### src/rtl/isa_pkg.sv
// Shared ISA constants for the instruction encoder and the core's control decoder:
// mnemonic set, opcode/funct map, instruction formats and encoder FSM states.
package isa_pkg;

    typedef enum logic [4:0] {
        MN_ADD     = 5'd0,
        MN_SUB     = 5'd1,
        MN_ADDI    = 5'd2,
        MN_ADD_FP  = 5'd3,
        MN_MUL_FP  = 5'd4,
        MN_VADD_FP = 5'd5,
        MN_VMUL_FP = 5'd6,
        MN_VSUM_FP = 5'd7,
        MN_SW      = 5'd8,
        MN_LW      = 5'd9,
        MN_SW_FP   = 5'd10,
        MN_LW_FP   = 5'd11,
        MN_VST     = 5'd12,
        MN_VLD     = 5'd13,
        MN_BEQ     = 5'd14,
        MN_BLT     = 5'd15,
        MN_J       = 5'd16,
        MN_VSET_FP = 5'd17,
        MN_START   = 5'd18,
        MN_CLOSE   = 5'd19
    } mnem_t;

    typedef enum logic [1:0] {
        FMT_R,
        FMT_I,
        FMT_J
    } fmt_t;

    typedef enum logic [1:0] {
        ST_IDLE,
        ST_LOAD,
        ST_DONE,
        ST_ERROR
    } state_t;

    // Opcodes
    localparam logic [5:0] OP_ALU     = 6'b000000;
    localparam logic [5:0] OP_ADDI    = 6'b010000;
    localparam logic [5:0] OP_FP      = 6'b000100;
    localparam logic [5:0] OP_VFP     = 6'b001100;
    localparam logic [5:0] OP_SW      = 6'b010001;
    localparam logic [5:0] OP_LW      = 6'b010010;
    localparam logic [5:0] OP_SW_FP   = 6'b010101;
    localparam logic [5:0] OP_LW_FP   = 6'b010110;
    localparam logic [5:0] OP_VST     = 6'b011101;
    localparam logic [5:0] OP_VLD     = 6'b011110;
    localparam logic [5:0] OP_BEQ     = 6'b100000;
    localparam logic [5:0] OP_BLT     = 6'b100001;
    localparam logic [5:0] OP_J       = 6'b100010;
    localparam logic [5:0] OP_VSET_FP = 6'b111111;
    localparam logic [5:0] OP_START   = 6'b110010;
    localparam logic [5:0] OP_CLOSE   = 6'b110001;

    // Functs (R-type only)
    localparam logic [5:0] FN_ADD     = 6'b000000;
    localparam logic [5:0] FN_SUB     = 6'b000001;
    localparam logic [5:0] FN_ADD_FP  = 6'b000000;
    localparam logic [5:0] FN_MUL_FP  = 6'b000001;
    localparam logic [5:0] FN_VADD_FP = 6'b000000;
    localparam logic [5:0] FN_VMUL_FP = 6'b000001;
    localparam logic [5:0] FN_VSUM_FP = 6'b000010;

    function automatic fmt_t fmt_of(input mnem_t m);
        unique case (m)
            MN_ADD, MN_SUB, MN_ADD_FP, MN_MUL_FP,
            MN_VADD_FP, MN_VMUL_FP, MN_VSUM_FP: return FMT_R;
            MN_J:                               return FMT_J;
            default:                            return FMT_I;
        endcase
    endfunction

endpackage

### src/rtl/isa_word_pack.sv
// Combinational packer: mnemonic plus register/immediate fields -> 32-bit
// instruction word, with a legal flag for mnemonics outside the opcode map.
module isa_word_pack
    import isa_pkg::*;
(
    input  mnem_t       i_mnem,
    input  logic [4:0]  i_rd,
    input  logic [4:0]  i_rs,
    input  logic [4:0]  i_rt,
    input  logic [25:0] i_imm,
    output logic [31:0] o_word,
    output logic        o_legal
);

    logic [5:0] w_op;
    logic [5:0] w_funct;
    logic       w_bare;
    fmt_t       w_fmt;

    // NOTE: every signal driven in always_comb gets a default first; a missing
    // branch would otherwise hold the old value and infer a latch.
    always_comb begin
        w_op    = OP_ALU;
        w_funct = 6'b000000;
        w_bare  = 1'b0;
        o_legal = 1'b1;
        unique case (i_mnem)
            MN_ADD:     begin w_op = OP_ALU;  w_funct = FN_ADD;     end
            MN_SUB:     begin w_op = OP_ALU;  w_funct = FN_SUB;     end
            MN_ADDI:    w_op = OP_ADDI;
            MN_ADD_FP:  begin w_op = OP_FP;   w_funct = FN_ADD_FP;  end
            MN_MUL_FP:  begin w_op = OP_FP;   w_funct = FN_MUL_FP;  end
            MN_VADD_FP: begin w_op = OP_VFP;  w_funct = FN_VADD_FP; end
            MN_VMUL_FP: begin w_op = OP_VFP;  w_funct = FN_VMUL_FP; end
            MN_VSUM_FP: begin w_op = OP_VFP;  w_funct = FN_VSUM_FP; end
            MN_SW:      w_op = OP_SW;
            MN_LW:      w_op = OP_LW;
            MN_SW_FP:   w_op = OP_SW_FP;
            MN_LW_FP:   w_op = OP_LW_FP;
            MN_VST:     w_op = OP_VST;
            MN_VLD:     w_op = OP_VLD;
            MN_BEQ:     w_op = OP_BEQ;
            MN_BLT:     w_op = OP_BLT;
            MN_J:       w_op = OP_J;
            MN_VSET_FP: w_op = OP_VSET_FP;
            MN_START:   begin w_op = OP_START; w_bare = 1'b1; end
            MN_CLOSE:   begin w_op = OP_CLOSE; w_bare = 1'b1; end
            default:    o_legal = 1'b0;
        endcase
    end

    assign w_fmt = fmt_of(i_mnem);

    // Program delimiters carry only their opcode.
    always_comb begin
        o_word = 32'd0;
        if (w_bare) begin
            o_word = {w_op, 26'd0};
        end else begin
            unique case (w_fmt)
                FMT_R:   o_word = {w_op, i_rd, i_rs, i_rt, 5'd0, w_funct};
                FMT_J:   o_word = {w_op, i_imm};
                default: o_word = {w_op, i_rd, i_rs, i_imm[15:0]};
            endcase
        end
    end

endmodule

### src/rtl/isa_encoder.sv
// Instruction encoder / instruction-memory loader: accepts symbolic instructions,
// writes packed words at incrementing addresses and holds the core until CLOSE.
module isa_encoder
    import isa_pkg::*;
#(
    parameter int ADDR_W = 10
) (
    input  logic              clk,
    input  logic              rst_n,
    input  logic              clear,
    input  logic              in_valid,
    output logic              in_ready,
    input  mnem_t             in_mnem,
    input  logic [4:0]        in_rd,
    input  logic [4:0]        in_rs,
    input  logic [4:0]        in_rt,
    input  logic [25:0]       in_imm,
    output logic              imem_we,
    output logic [ADDR_W-1:0] imem_addr,
    output logic [31:0]       imem_wdata,
    output logic              cpu_hold,
    output logic              done,
    output logic              error,
    output logic [ADDR_W:0]   word_count
);

    localparam logic [ADDR_W:0] LAST_SLOT = {1'b0, {ADDR_W{1'b1}}};

    state_t              r_state;
    logic                r_we;
    logic [ADDR_W-1:0]   r_addr;
    logic [31:0]         r_wdata;
    logic [ADDR_W:0]     r_count;
    logic                r_hold;
    logic                r_done;
    logic                r_error;

    logic [31:0]         w_word;
    logic                w_legal;
    logic                w_accept;
    logic                w_open;

    isa_word_pack u_pack (
        .i_mnem  (in_mnem),
        .i_rd    (in_rd),
        .i_rs    (in_rs),
        .i_rt    (in_rt),
        .i_imm   (in_imm),
        .o_word  (w_word),
        .o_legal (w_legal)
    );

    assign w_open   = (r_state == ST_IDLE) || (r_state == ST_LOAD);
    assign in_ready = w_open && !clear;
    assign w_accept = in_valid && in_ready;

    // NOTE: state registers use non-blocking assignments so every flop samples
    // pre-edge values regardless of statement order.
    always_ff @(posedge clk or negedge rst_n) begin
        if (!rst_n) begin
            r_state <= ST_IDLE;
            r_we    <= 1'b0;
            r_addr  <= '0;
            r_wdata <= '0;
            r_count <= '0;
            r_hold  <= 1'b1;
            r_done  <= 1'b0;
            r_error <= 1'b0;
        end else if (clear) begin
            r_state <= ST_IDLE;
            r_we    <= 1'b0;
            r_addr  <= '0;
            r_wdata <= '0;
            r_count <= '0;
            r_hold  <= 1'b1;
            r_done  <= 1'b0;
            r_error <= 1'b0;
        end else begin
            r_we <= 1'b0;
            if (w_accept) begin
                unique case (r_state)
                    ST_IDLE: begin
                        if (w_legal && in_mnem == MN_START) begin
                            r_we    <= 1'b1;
                            r_addr  <= r_count[ADDR_W-1:0];
                            r_wdata <= w_word;
                            r_count <= r_count + 1'b1;
                            r_state <= ST_LOAD;
                        end else begin
                            r_state <= ST_ERROR;
                            r_error <= 1'b1;
                        end
                    end
                    ST_LOAD: begin
                        if (!w_legal) begin
                            r_state <= ST_ERROR;
                            r_error <= 1'b1;
                        end else begin
                            r_we    <= 1'b1;
                            r_addr  <= r_count[ADDR_W-1:0];
                            r_wdata <= w_word;
                            r_count <= r_count + 1'b1;
                            if (in_mnem == MN_CLOSE) begin
                                r_state <= ST_DONE;
                                r_hold  <= 1'b0;
                                r_done  <= 1'b1;
                            end else if (r_count == LAST_SLOT) begin
                                // Last slot used by a non-CLOSE word: CLOSE can never fit.
                                r_state <= ST_ERROR;
                                r_error <= 1'b1;
                            end
                        end
                    end
                    default: r_state <= r_state;
                endcase
            end
        end
    end

    assign imem_we    = r_we;
    assign imem_addr  = r_addr;
    assign imem_wdata = r_wdata;
    assign word_count = r_count;
    assign cpu_hold   = r_hold;
    assign done       = r_done;
    assign error      = r_error;

endmodule

### config.mk
export PLATFORM = sky130hd
export DESIGN_NAME = isa_encoder
export DESIGN_NICKNAME = d
export VERILOG_FILES = /design/src/rtl/isa_pkg.sv /design/src/rtl/isa_word_pack.sv /design/src/rtl/isa_encoder.sv
export SDC_FILE = /design/constraint.sdc
export NUM_CORES = 1
export LEC_CHECK = 0
export ABC_AREA = 1
export ABC_CLOCK_PERIOD_IN_PS = 4300
export BUFFER_PORTS_ARGS = -buffer_cell sky130_fd_sc_hd__buf_2
export CAP_MARGIN = 0
export CORE_ASPECT_RATIO = 1.2
export CORE_MARGIN = 2
export CORE_UTILIZATION = 55
export CTS_BUF_LIST = sky130_fd_sc_hd__clkbuf_16
export DETAILED_ROUTE_END_ITERATION = 8
export PLACE_DENSITY = 0.95
export REMOVE_ABC_BUFFERS = 1
export SLEW_MARGIN = 10
export SYNTH_ARGS = -nofsm -noshare
export SYNTH_HDL_FRONTEND = slang
export SYNTH_HIERARCHICAL = 1
export SYNTH_SLANG_ARGS = --single-unit
### constraint.sdc
create_clock -name clk -period 4.3 [get_ports clk]
set_input_delay 0.645 -clock clk [delete_from_list [all_inputs] [get_ports clk]]
set_output_delay 0.645 -clock clk [all_outputs]
set_load 0.02 [all_outputs]
==> metrics.txt, run 1 <==
FFs w/ async S/R, synth=100%; Slowest-stage cell, CP=nand2_2; Yosys cell types=32; TNS Setup=0 ns; Final Cycle Share=about three fifths; post-CTS setup buffer count=0; Worst R2R End=word_count[8]; Max Transition Viols Final=0; reg2reg start=r_state[1]; final WL=between 8000 and 9000 µm; first-pass GRT wire length=13500 µm; crit path kind=in -> reg; Worst-path clk slew=0.05 ns; layout cells sized above 1=26.3%; Worst Path Buf+Inv=1; root buffer cell=clkbuf_16; violation count after the first detailed-routing iteration=225; YS warnings=6; fin crit period=approximately 2.7 ns; actual slew at the worst max-slew pin=0.914 ns; CP max FO=52; number of CTS-inserted buffers=9; sequential area share after synthesis=around 44%; # nets final=slightly above 600; Worst-Skew Late Latency=0.32 ns; Starting Density=56.2%; GPL Wtd Cong=1.07; post-cts sizing count=0; CTS tree=done; via count=3356; die height=89.6 µm; final worst slack=roughly 1.6 ns; cts hold-fix bufs=0; Area after DPL=0.00388 mm²; FF-to-FF setup slack=2.42 ns; Detailed Place HPWL=5950 µm; CP required=approximately 4.5 ns; Core Area=0.00597 mm²; DRT antenna net count=0; Min-Delay Path Class=in -> async; maximum number of pins on one net before global-route repair=53; most frequent cell after synthesis=nand2_1; GRT Total Usage=25.9%; Post-synth EDFFs=0; Yosys top cell area share=43.2%; Core Util, Final=70.1%; Die W=75.3 µm; Layout area overhead=24.7%; Rows=31; port buffer count=around 110; vias per cell=approximately 5.1; antenna violations before repair=0; Synth Register Bits=59; endpoints failing setup=0; slew margin rel.=38.9%; R2R depth=8; DIE AREA=approximately 0.0067 mm²; drt drc=0; CP cell instances=buf_2, nor2_2, nor2_1, nor3_1, nor2_1, nand2_1, nand4_1, nand2_1, nand2_2, nand2_1, o21ai_1; commonest cells in the netlist=nand2_1 (224), dfrtp_1 (58), nand3_1 (33), nor2_1 (31), inv_1 (23); placed insts=636; CP arrival=about 2.8 ns; final clock skew=0.00355 ns; highest clock rate=376 MHz; First-pass DRT Iterations=4; cell taking the most area after synthesis=dfrtp_1; GRT Residual Overflow=0; Avg Inst Size Synth=7.32 µm²; final instance area=0.00419 mm²; DP Worst Slack=1.39 ns; Post-Synthesis Cells=between 400 and 500; Layout Cells excl Fill=652; leak pwr=2.51 nW; Pwr Total=1.56 mW; Power Dens Cells=373 mW/mm²; CP Capture Type=flip-flop; Top Family by Delay on Critical Path=simple AND/OR/NAND/NOR gates; RSZ-0062 raised after global routing=false; IO Pins=approximately 110; Mapped Area=0.00336 mm²; H-tree depth reported by CTS=3; CTS sink count=between 50 and 60; Final Hold Viols=0; ys flop type=dfrtp_1; outcome=finished clean; Max-Cap Viols=0; wire per inst=between 10 and 15 µm; synth top area cells=dfrtp_1 (43%), nand2_1 (25%), nand3_1 (4.9%), nor2_1 (3.5%), a21oi_1 (3.0%); max incr delay on CP=0.52 ns; number of global-route vias before repair=3039; Peak VDD IR=0.000228 V; maximum clock path buffer count=2; diodes inserted=0; cell mode on critical path=nand2_1; WHS=roughly 0.15 ns; startpoint types=primary input
[power by group]
part | switching [mW] | total [mW] | internal, mW
registers | 0.0200 | 0.599 | 0.579
clock network | 0.239 | 0.738 | 0.499
logic | 0.156 | 0.227 | 0.0712
total | 0.415 | 1.56 | 1.15
[placed cells by master (no fill, tap or decap), types with 2 or more instances in the layout]
cell type / instances
clkinv_2: 3
nor2_2: 3
dfrtp_1: 58
nand4_1: 5
clkbuf_16: 9
bufinv_16: 2
inv_1: 23
buf_4: 2
buf_2: 107
nor2_1: 31
nand3_1: 33
nand2_2: 2
clkinv_1: 2
inv_2: 6
nor2_4: 3
nor3_1: 3
a21oi_4: 2
a21oi_1: 20
o21ai_0: 5
xor2_1: 5
o21ai_1: 4
nand2_4: 6
nand2_1: 224
nor2_8: 2
[state kept, by name, indices dropped and copies added (netlist names)]
| register | cells |
|---|---|
| cpu_hold | 1 |
| error | 1 |
| imem_we | 1 |
| word_count | 11 |
| imem_wdata | 32 |
| imem_addr | 10 |
| r_state | 2 |
| done | 1 |
[worst max-delay path by stage]
stage	from	end	slack, ns	cells past startpoint
finish	in_mnem[0]	word_count[8]	1.64	11
global route	in_mnem[4]	imem_addr[3]	1.44	11
CTS	in_mnem[0]	word_count[8]	1.66	11
detailed placement	in_mnem[0]	word_count[8]	1.39	11
global placement	in_mnem[0]	imem_wdata[31]	1.50	11
floorplan	in_mnem[1]	word_count[8]	2.01	10
[area by class of cell]
class                   count  area [µm²]
fillers                   494        1780
multi-input cells         357        1640
flip-flops and latches     59        1480
repair buffers            109         551
clock buffers               9         225
inverters                  29         109
well taps                  82         103
clock inverters             7        82.6
[worst reg2reg max path: cells and delay by family, from the launching register on]
| family | cells | cell delay [ns] |
|---|---|---|
| AO/OA/AOI/OAI | 2 | 0.20 |
| buffers and inverters | 2 | 0.16 |
| flip-flops | 1 | 0.42 |
| AND/OR/NAND/NOR | 4 | 0.94 |
[metal layers]
layer	track usage [%]	routed length, µm	vias to the layer above
met5	0	0	-
met4	8.93	135	0
met3	5.02	525	12
met2	45.5	4310	140
met1	31.6	3340	1545
li1	-	-	1659
[logic make-up (layout without fill, tap and decap cells)]
| family | Yosys count | in the layout | share of synthesized area (%) |
|---|---|---|---|
| compound gates | 37 | 37 | 6.86 |
| xor+xnor | 5 | 5 | 1.30 |
| fa+ha+maj | 1 | 1 | 0.373 |
| buf+inv | 43 | 154 | 7.12 |
| flops | 59 | 59 | 44.0 |
| simple gates | 314 | 314 | 40.4 |
No activity file was read; power rests on OpenSTA's default activity.
==> run 2, diff against run 1 <==
--- a/config.mk
+++ b/config.mk
@@ -6,15 +6,15 @@
 export NUM_CORES = 1
 export LEC_CHECK = 0
 export ABC_AREA = 1
-export ABC_CLOCK_PERIOD_IN_PS = 4300
+export ABC_CLOCK_PERIOD_IN_PS = 2400
 export BUFFER_PORTS_ARGS = -buffer_cell sky130_fd_sc_hd__buf_2
 export CAP_MARGIN = 0
 export CORE_ASPECT_RATIO = 1.2
 export CORE_MARGIN = 2
-export CORE_UTILIZATION = 55
+export CORE_UTILIZATION = 46
 export CTS_BUF_LIST = sky130_fd_sc_hd__clkbuf_16
 export DETAILED_ROUTE_END_ITERATION = 8
-export PLACE_DENSITY = 0.95
+export PLACE_DENSITY = 0.87
 export REMOVE_ABC_BUFFERS = 1
 export SLEW_MARGIN = 10
 export SYNTH_ARGS = -nofsm -noshare
==> constraint.sdc (replaced) <==
create_clock -name clk -period 2.4 [get_ports clk]
set_input_delay 0.36 -clock clk [delete_from_list [all_inputs] [get_ports clk]]
set_output_delay 0.36 -clock clk [all_outputs]
set_load 0.02 [all_outputs]
==> run 2 against run 1 <==
Net effect: clock skew rose by 0.0074 ns; die area rose by 19%; highest routed layer unchanged; routed wire length fell by 0.12%; global-route usage fell by 4.4 points; clock power rose by 80%; clock-buffer cell count did not move; critical path depth rose by 2; cell area rose by 1.6%; final cell count rose by 1.8%; combinational power rose by 88%; critical endpoint unchanged; first-iteration DRC count fell by 39%; sequential power rose by 79%.
==> metrics.txt, run 2 (same netlist as run 1, synthesis figures left out) <==
GRT Total Usage=21.5% (-4.4 points); Clk network pwr share=47.1% (about the same); Peak VDD IR=0.000439 V (+92%); layout cells sized above 1=26.8% (+0.51 points); first-pass GRT wire length=13500 µm (+0.21%); RSZ-0062 raised after global routing=false; drt drc=0 (unchanged); Pint=2.08 mW (+81%); wire per inst=12.5 µm (-1.9%); Min-Delay Path Class=in -> async; startpoint types=primary input; IO Pins=108 (unchanged); root buffer cell=clkbuf_16; endpoints failing setup=0 (unchanged); most frequent cells in the layout=nand2_1 (224), buf_2 (107), dfrtp_1 (58); GRT Residual Overflow=0 (unchanged); actual slew at the worst max-slew pin=0.735 ns (-0.179 ns); H-tree depth reported by CTS=3 (unchanged); antenna violations before repair=0 (unchanged); violation count after the first detailed-routing iteration=138 (-39%); final worst slack=0.463 ns (-1.18 ns); switch share=26.5% (about the same); Logic pwr share=15.1% (+0.6 points); First-pass DRT Iterations=5 (+1); Power Dens Cells=665 mW/mm² (+78%); highest clock rate=516 MHz; Starting Density=47.0% (-9.2 points); FF-to-FF setup slack=0.71 ns (-1.71 ns); CP Capture Type=flip-flop; Core Util, Final=59.6% (-11 points); Pwr Total=2.83 mW (+81%); outcome=finished clean; final clock skew=0.0110 ns (+0.00745 ns); Final Cycle Share=between 80% and 90%; Final Hold Viols=0 (unchanged); fin crit period=1.94 ns; CP arrival=2.19 ns (-0.63 ns); number of CTS-inserted buffers=9 (unchanged); maximum clock path buffer count=2 (unchanged); CTS sink count=59 (unchanged); number of global-route vias before repair=3039 (unchanged); crit path kind=in -> reg; Max-Cap Viols=0 (unchanged); DIE AREA=0.00800 mm² (+19%); GPL Wtd Cong=0.863 (-19%); DP Worst Slack=0.144 ns (-1.25 ns); final WL=8300 µm (-0.12%); Detailed Place HPWL=5980 µm (+0.58%); placed insts=648 (+1.9%); Reg power frac=37.8% (-0.5 points); Worst-path clk slew=0.05 ns (about the same); slew margin rel.=51.0% (+12 points); commonest non-fill, non-tap cell in the layout=nand2_1; Worst-Skew Late Latency=0.33 ns (about the same); CTS tree=done; R2R depth=8 (unchanged); Layout Cells excl Fill=664 (+1.8%); max reg flops=32 (unchanged); CP max FO=27 (-48%); Core Area=0.00715 mm² (+20%); cts hold-fix bufs=0 (unchanged); # nets final=620 (+0.65%); port buffer count=107 (unchanged); Layout area overhead=26.8%; CP required=2.65 ns (-1.81 ns); TNS Setup=0 ns (unchanged); vias per cell=5.07 (-1.5%); leak pwr=2.54 nW (+1.3%); via count=3367 (+0.33%); Max Transition Viols Final=0 (unchanged); post-CTS setup buffer count=0 (unchanged); die height=97.6 µm (+8.9%); diodes inserted=0 (unchanged); Die W=82 µm (+8.9%); DRT antenna net count=0 (unchanged); post-cts sizing count=0 (unchanged); maximum number of pins on one net before global-route repair=60 (+13%); Net Switching=750 µW (+81%); Rows=34 (+9.7%)
run 2: final timing paths:
kind                          startpoint       endpoint
max in group asynchronous          rst_n           done
setup / recovery              in_mnem[1]  word_count[8]
hold / removal                     rst_n          error
hold reg to reg             imem_addr[9]   imem_addr[9]
min in group clk               in_imm[7]  imem_wdata[7]
setup reg to reg           word_count[0]          error
run 2: layout make-up:
type                            count  area (µm²)
Multi-Input combinational cell    357        1640
Fill cell                         652        2890
Timing Repair Buffer              113         606
Sequential cell                    59        1480
Inverter                           29         109
Clock buffer                        9         225
Tap cell                           90         113
Clock inverter                      7        85.1
run 2: power groups by stage:
| stage | combinational (mW) | clock (mW) | sequential, mW |
|---|---|---|---|
| after floorplan | 0.199 | 0 | 1.13 |
| after global placement | 0.420 | 0 | 1.08 |
| after detailed placement | 0.429 | 0 | 1.09 |
| after CTS | 0.430 | 1.34 | 1.07 |
| after global routing | 0.477 | 1.40 | 1.08 |
| final | 0.427 | 1.33 | 1.07 |
run 2: routing by layer:
metal	global-route usage [%]	share of wire (%)
met1	26.3	40
met2	35.6	50
met3	6.51	7.7
met4	6.92	1.8
met5	0	0
run 2: critical path: stages:
cell     delay [ns]
buf_2          0.15
inv_1          0.20
nor2_1         0.07
nand3_1        0.09
nand3_1        0.07
nor2_1         0.09
nand2_1        0.15
o31ai_2        0.35
inv_2          0.06
nand2_2        0.23
buf_12         0.21
nand2_1        0.07
o21ai_1        0.08
run 2: stage by stage:
| stage | hold slack (ns) | cell area (µm²) |
|---|---|---|
| floorplan | 0.0644 | 3230 |
| global placement | 0.448 | 3950 |
| detailed placement | 0.453 | 3950 |
| CTS | 0.212 | 4260 |
| global route | 0.251 | 4260 |
| finish | 0.159 | 4260 |
